==> config.mk <==
export PLATFORM = sky130hd
export DESIGN_NAME = tremolo_sincos_cordic_flat
export DESIGN_NICKNAME = d
export VERILOG_FILES = /design/src/rtl/tremolo_sincos_cordic_if.sv /design/src/rtl/tremolo_sincos_cordic.sv /design/src/flat_wrapper.sv
export SDC_FILE = /design/constraint.sdc
export NUM_CORES = 1
export LEC_CHECK = 0
export BUFFER_PORTS_ARGS = -buffer_cell sky130_fd_sc_hd__buf_4
export CORE_ASPECT_RATIO = 0.9
export CORE_UTILIZATION = 56
export DETAILED_ROUTE_END_ITERATION = 8
export PLACE_DENSITY = 0.72
export SKIP_LAST_GASP = 1
export SLEW_MARGIN = 25
export SYNTH_ARGS = -nofsm -noshare
export SYNTH_HDL_FRONTEND = slang
export SYNTH_SLANG_ARGS = --single-unit
==> constraint.sdc <==
create_clock -name clk -period 9.8 [get_ports clk]
set_clock_uncertainty 0.2 [all_clocks]
set_input_delay 0.49 -clock clk [delete_from_list [all_inputs] [get_ports clk]]
set_output_delay 0.49 -clock clk [all_outputs]
set_load 0.02 [all_outputs]
==> src/rtl/tremolo_sincos_cordic_if.sv <==
// Angle request / sine-cosine result bundle between the tremolo LFO and its CORDIC engine.
interface tremolo_sincos_cordic_if;
    logic        [31:0] angle_in;
    logic               angle_valid;
    logic signed [31:0] sin_out;
    logic signed [31:0] cos_out;
    logic               sin_valid;
    logic               busy;

    modport master (
        output angle_in,
        output angle_valid,
        input  sin_out,
        input  cos_out,
        input  sin_valid,
        input  busy
    );

    modport slave (
        input  angle_in,
        input  angle_valid,
        output sin_out,
        output cos_out,
        output sin_valid,
        output busy
    );
endinterface

==> src/rtl/tremolo_sincos_cordic.sv <==
// Iterative CORDIC sine/cosine engine for the tremolo LFO: folds an angle in [0, 8) rad
// into the first quadrant, rotates one micro-step per clock, then restores the signs.
module tremolo_sincos_cordic #(
    parameter int ITERATIONS = 24
) (
    input  logic                   clk,
    input  logic                   rst,
    tremolo_sincos_cordic_if.slave cordic_if
);

    localparam logic        [31:0] TWO_PI   = 32'hC90F_DAA2;
    localparam logic        [31:0] PI_2     = 32'h3243_F6A9;
    localparam logic        [31:0] PI       = 32'h6487_ED51;
    localparam logic        [31:0] PI_3_2   = 32'h96CB_E3FA;
    localparam logic signed [33:0] K_GAIN   = 34'sh0_26DD_3B6A;
    localparam logic signed [33:0] POS_ONE  = 34'sh0_4000_0000;
    localparam logic signed [33:0] NEG_ONE  = -POS_ONE;
    localparam logic        [4:0]  LAST_ITER = 5'(ITERATIONS - 1);

    typedef enum logic [1:0] {
        IDLE,
        REDUCE,
        ROTATE,
        FINISH
    } state_t;

    state_t             state_q;
    logic               edgeReg_q;
    logic        [31:0] angleLatch_q;
    logic        [1:0]  quad_q;
    logic signed [33:0] xAcc_q, yAcc_q, zAcc_q;
    logic        [4:0]  iter_q;
    logic signed [31:0] sinOut_q, cosOut_q;
    logic               sinValid_q, busy_q;

    logic               request;
    logic        [31:0] angleWrap;
    logic        [1:0]  quad_d;
    logic        [31:0] angleFold;
    logic signed [33:0] xAcc_d, yAcc_d, zAcc_d;
    logic signed [33:0] sinSel, cosSel;

    // round(atan(2^-i) * 2^29); from i = 10 on this equals 2^(29-i)
    function automatic logic signed [33:0] atanRom(input logic [4:0] idx);
        logic signed [33:0] val;
        case (idx)
            5'd0:    val = 34'sd421657428;
            5'd1:    val = 34'sd248918915;
            5'd2:    val = 34'sd131521918;
            5'd3:    val = 34'sd66762579;
            5'd4:    val = 34'sd33510843;
            5'd5:    val = 34'sd16771758;
            5'd6:    val = 34'sd8387925;
            5'd7:    val = 34'sd4194219;
            5'd8:    val = 34'sd2097141;
            5'd9:    val = 34'sd1048575;
            default: val = 34'sd1 <<< (5'd29 - idx);
        endcase
        return val;
    endfunction

    function automatic logic signed [31:0] saturate(input logic signed [33:0] v);
        logic signed [31:0] res;
        if (v > POS_ONE) begin
            res = 32'sh4000_0000;
        end else if (v < NEG_ONE) begin
            res = 32'shC000_0000;
        end else begin
            res = v[31:0];
        end
        return res;
    endfunction

    assign request = cordic_if.angle_valid && !edgeReg_q;

    always_comb begin
        angleWrap = (angleLatch_q >= TWO_PI) ? (angleLatch_q - TWO_PI) : angleLatch_q;
        if (angleWrap < PI_2) begin
            quad_d    = 2'd0;
            angleFold = angleWrap;
        end else if (angleWrap < PI) begin
            quad_d    = 2'd1;
            angleFold = PI - angleWrap;
        end else if (angleWrap < PI_3_2) begin
            quad_d    = 2'd2;
            angleFold = angleWrap - PI;
        end else begin
            quad_d    = 2'd3;
            angleFold = TWO_PI - angleWrap;
        end
    end

    always_comb begin
        if (!zAcc_q[33]) begin
            xAcc_d = xAcc_q - (yAcc_q >>> iter_q);
            yAcc_d = yAcc_q + (xAcc_q >>> iter_q);
            zAcc_d = zAcc_q - atanRom(iter_q);
        end else begin
            xAcc_d = xAcc_q + (yAcc_q >>> iter_q);
            yAcc_d = yAcc_q - (xAcc_q >>> iter_q);
            zAcc_d = zAcc_q + atanRom(iter_q);
        end
        sinSel = quad_q[1] ? -yAcc_q : yAcc_q;
        cosSel = (quad_q == 2'd1 || quad_q == 2'd2) ? -xAcc_q : xAcc_q;
    end

    // busy drops in the IDLE cycle after FINISH so it still covers the sin_valid cycle,
    // which also makes a request landing on that cycle a dropped one
    always_ff @(posedge clk or negedge rst) begin
        if (!rst) begin
            state_q      <= IDLE;
            edgeReg_q    <= 1'b0;
            angleLatch_q <= '0;
            quad_q       <= '0;
            xAcc_q       <= '0;
            yAcc_q       <= '0;
            zAcc_q       <= '0;
            iter_q       <= '0;
            sinOut_q     <= '0;
            cosOut_q     <= '0;
            sinValid_q   <= 1'b0;
            busy_q       <= 1'b0;
        end else begin
            edgeReg_q <= cordic_if.angle_valid;
            case (state_q)
                IDLE: begin
                    sinValid_q <= 1'b0;
                    busy_q     <= 1'b0;
                    if (request && !busy_q) begin
                        angleLatch_q <= cordic_if.angle_in;
                        busy_q       <= 1'b1;
                        state_q      <= REDUCE;
                    end
                end
                REDUCE: begin
                    quad_q  <= quad_d;
                    zAcc_q  <= {2'b00, angleFold};
                    xAcc_q  <= K_GAIN;
                    yAcc_q  <= '0;
                    iter_q  <= '0;
                    state_q <= ROTATE;
                end
                ROTATE: begin
                    xAcc_q <= xAcc_d;
                    yAcc_q <= yAcc_d;
                    zAcc_q <= zAcc_d;
                    iter_q <= iter_q + 5'd1;
                    if (iter_q == LAST_ITER) begin
                        state_q <= FINISH;
                    end
                end
                FINISH: begin
                    sinOut_q   <= saturate(sinSel);
                    cosOut_q   <= saturate(cosSel);
                    sinValid_q <= 1'b1;
                    state_q    <= IDLE;
                end
                default: state_q <= IDLE;
            endcase
        end
    end

    assign cordic_if.sin_out   = sinOut_q;
    assign cordic_if.cos_out   = cosOut_q;
    assign cordic_if.sin_valid = sinValid_q;
    assign cordic_if.busy      = busy_q;

endmodule

==> src/flat_wrapper.sv <==
// flat-port wrapper written by rule: the top's interface ports become plain ports
module tremolo_sincos_cordic_flat 
#(
    parameter int ITERATIONS = 24
)
  (clk, rst, cordic_if_angle_in, cordic_if_angle_valid, cordic_if_sin_out, cordic_if_cos_out, cordic_if_sin_valid, cordic_if_busy);
  tremolo_sincos_cordic_if cordic_if_i ();
  input  logic clk;
  input  logic rst;
  input wire logic [$bits(cordic_if_i.angle_in)-1:0] cordic_if_angle_in;
  input wire logic [$bits(cordic_if_i.angle_valid)-1:0] cordic_if_angle_valid;
  output wire logic [$bits(cordic_if_i.sin_out)-1:0] cordic_if_sin_out;
  output wire logic [$bits(cordic_if_i.cos_out)-1:0] cordic_if_cos_out;
  output wire logic [$bits(cordic_if_i.sin_valid)-1:0] cordic_if_sin_valid;
  output wire logic [$bits(cordic_if_i.busy)-1:0] cordic_if_busy;
  assign cordic_if_i.angle_in = cordic_if_angle_in;
  assign cordic_if_i.angle_valid = cordic_if_angle_valid;
  assign cordic_if_sin_out = cordic_if_i.sin_out;
  assign cordic_if_cos_out = cordic_if_i.cos_out;
  assign cordic_if_sin_valid = cordic_if_i.sin_valid;
  assign cordic_if_busy = cordic_if_i.busy;
  tremolo_sincos_cordic #(.ITERATIONS(ITERATIONS)) u_core (.clk(clk), .rst(rst), .cordic_if(cordic_if_i));
endmodule
==> metrics.csv <==
metric;value;unit
fin crit share;79.2;%
CTS tree;built;
synthesized net count;3340;
R2R Setup Slk;2040;ps
gp weighted congestion;1.04;
CP Launch Type;flop;
# port buffers;100;
fin crit period;7760;ps
postcts setup bufs;0;
largest net degree at the start of global routing;86;
Worst path slowest cell;dfrtp_2;
Final ANT Viol Nets;0;
Max Cap Viol;0;
htree depth;1;
vias per std cell;6.87;
fin nets;3326;
maximum root-to-sink buffer count;3;
first-iteration detailed-routing DRC count;2671;
dpl hpwl;65300;um
Chip Height;205;um
Max-slew headroom;26.6;%
r2r startpoint;u_core.iter_q[1]$_DFFE_PN0P_;
layout cells sized above 1;12.8;%
worst hold path type;flop to flop;
outcome;finished, final reports clean;
worst flop-to-flop path endpoint;u_core.yAcc_q[32]$_DFFE_PN0P_;
critical-path maximum fanout;37;
CP dominant cell by count;a21oi_1;
clock sinks;210;
Post-synth EDFFs;0;
Initial Util;56.6;%
post-synthesis cell area;0.0256;sq mm
crit path buf inv count;1;
diodes inserted;0;
Vias;26046;
Site Rows;74;
Async SR Flop Fraction;100;%
post_cts resized;0;
Worst path max stage delay;910;ps
Max Slew Vio Count;0;
Syn Area/Cell;8.07;sq um
CTS Buf Count;26;
cells after synthesis;3178;
Die Wd;228;um
Critical Path End Type;flop;
drt first pass iters;6;
worst r2r path cells;25;
total track usage;37.3;%
Total Routed Length;87600;um
synthesized flop and latch total;210;
Post-CTS Hold Buffers;34;
P&R area growth vs syn;8.48;%
first-pass GRT wire length;138000;um
endpoints failing hold;0;
Yosys warning total;0;
worst setup path end;u_core.yAcc_q[32]$_DFFE_PN0P_;
commonest non-fill, non-tap cells in the layout;nand2_1 (276), nor2_1 (264), a21oi_1 (233);
crit-path leading delay family;compound AO/OA/AOI/OAI gates;
DR WL/cell;23.1;um
ys flop type;dfrtp_1;
max frequency;129;MHz
Reg clk slew, reported paths;60;ps
worst path required time;10060;ps
total grt overflow;0;
IO Pins;101;
DRC Markers;0;
Seq/Total Area, Yosys;20.5;%
RSZ-0062 raised after global routing;false;
initial antenna violation count;2;
worst-skew pair later-pin latency;570;ps
worst path arrival time;8020;ps
Final Setup Violations;0;
clk root buf;clkbuf_16;
commonest non-fill, non-tap cell in the layout;nand2_1;
critical path type;flop to flop;
CP Depth;25;
placeable core area;0.0453;sq mm
worst slew pin tran;1090;ps
number of global-route vias before repair;25075;
Layout Utilization;61.5;%
Die ar.;0.0467;sq mm
setup_tns;0;ps
count of cell types in the netlist;111;
crit path launch;u_core.iter_q[1]$_DFFE_PN0P_;
==> cell type report <==
type	instances	area, sq um
inverters	172	646
well taps	608	761
multi-input cells	2584	18800
repair buffers	170	1390
flip-flops and latches	210	5260
clock inverters	16	200
clock buffers	32	724
fillers	3990	17500
==> cell usage after synthesis, drive strengths merged, types with 10 or more instances <==
cell type	count	area, sq um
nor3	76	380
or2	23	144
xnor2	170	1490
inv	171	642
o21a	32	240
o31ai	29	218
xor2	100	876
mux4	94	2120
nand2b	35	219
nor4	37	287
o21bai	18	135
buf	80	440
a21oi	236	1190
a221oi	16	176
nand3	82	420
nand3b	10	75.1
a21o	51	383
o21ai	181	910
o221ai	11	96.3
o311ai	14	148
a22o	26	228
a311oi	11	96.3
mux2	45	507
dfrtp	210	5260
a211o	13	114
nand4	22	138
a211oi	37	305
a2111oi	14	174
or4	15	113
a31oi	59	369
a221o	11	110
nor2	268	1020
or3	26	168
nor2b	24	150
nand2	276	1040
a31o	13	114
ha	124	1550
clkbuf	132	495
o22ai	94	588
and2	34	213
o41ai	10	121
and3	38	243
o31a	12	105
o211ai	31	233
mux2i	48	480
==> worst min path at each step <==
stage / end / from / depth (start not counted) / slack, ps
floorplan: u_core.angleLatch_q[0]$_DFFE_PN0P_ / rst / 0 / -6
global placement: u_core.zAcc_q[0]$_DFFE_PN0P_ / u_core.zAcc_q[0]$_DFFE_PN0P_ / 1 / 270
detailed placement: u_core.zAcc_q[0]$_DFFE_PN0P_ / u_core.zAcc_q[0]$_DFFE_PN0P_ / 1 / 280
CTS: u_core.zAcc_q[0]$_DFFE_PN0P_ / u_core.zAcc_q[0]$_DFFE_PN0P_ / 1 / 300
global route: u_core.zAcc_q[31]$_DFFE_PN0P_ / u_core.zAcc_q[31]$_DFFE_PN0P_ / 1 / 310
finish: u_core.zAcc_q[0]$_DFFE_PN0P_ / u_core.zAcc_q[0]$_DFFE_PN0P_ / 1 / 300
==> flip-flops by register name, summed over array words and instances (netlist names) <==
signal                      count
u_core.cordic_if.sin_valid      1
u_core.state_q                  2
u_core.cordic_if.cos_out       32
u_core.angleLatch_q            32
u_core.xAcc_q                  34
u_core.quad_q                   2
u_core.iter_q                   5
u_core.zAcc_q                  34
u_core.edgeReg_q                1
u_core.yAcc_q                  34
u_core.cordic_if.sin_out       32
u_core.cordic_if.busy           1
==> per-layer routing <==
metal	up-vias	track usage [%]	wire [um]
li1	11808	-	-
met1	12639	46.6	34500
met2	1315	62.6	41700
met3	282	6.58	7280
met4	2	17.0	4140
met5	-	0	13
==> metrics by stage <==
step	hold WS, ps	area [sq um]	std cells	setup slack [ps]
2_1_floorplan	-5.59	25600	3178	2960
3_3_place_gp	271	26500	3709	2310
3_5_place_dp	284	26500	3709	2190
4_1_cts	296	27800	3791	2150
5_1_grt	315	27800	3792	1540
6_report	300	27800	3792	2040
==> kinds of logic (layout without fill, tap and decap cells) <==
family	after synthesis	count (layout)	synth area share (%)
AO/OA/AOI/OAI	1000	1000	26.5
AND/OR/NAND/NOR	1000	1000	19.3
buffers and inverters	384	390	6.17
multiplexers	187	187	12.1
XOR/XNOR	270	270	9.22
adder cells (fa/ha/maj)	127	127	6.28
flip-flops	210	210	20.5
Power is left out: the tool's default activity adds up to more than one toggle a clock period on the data nets, which glitch-free logic cannot reach.
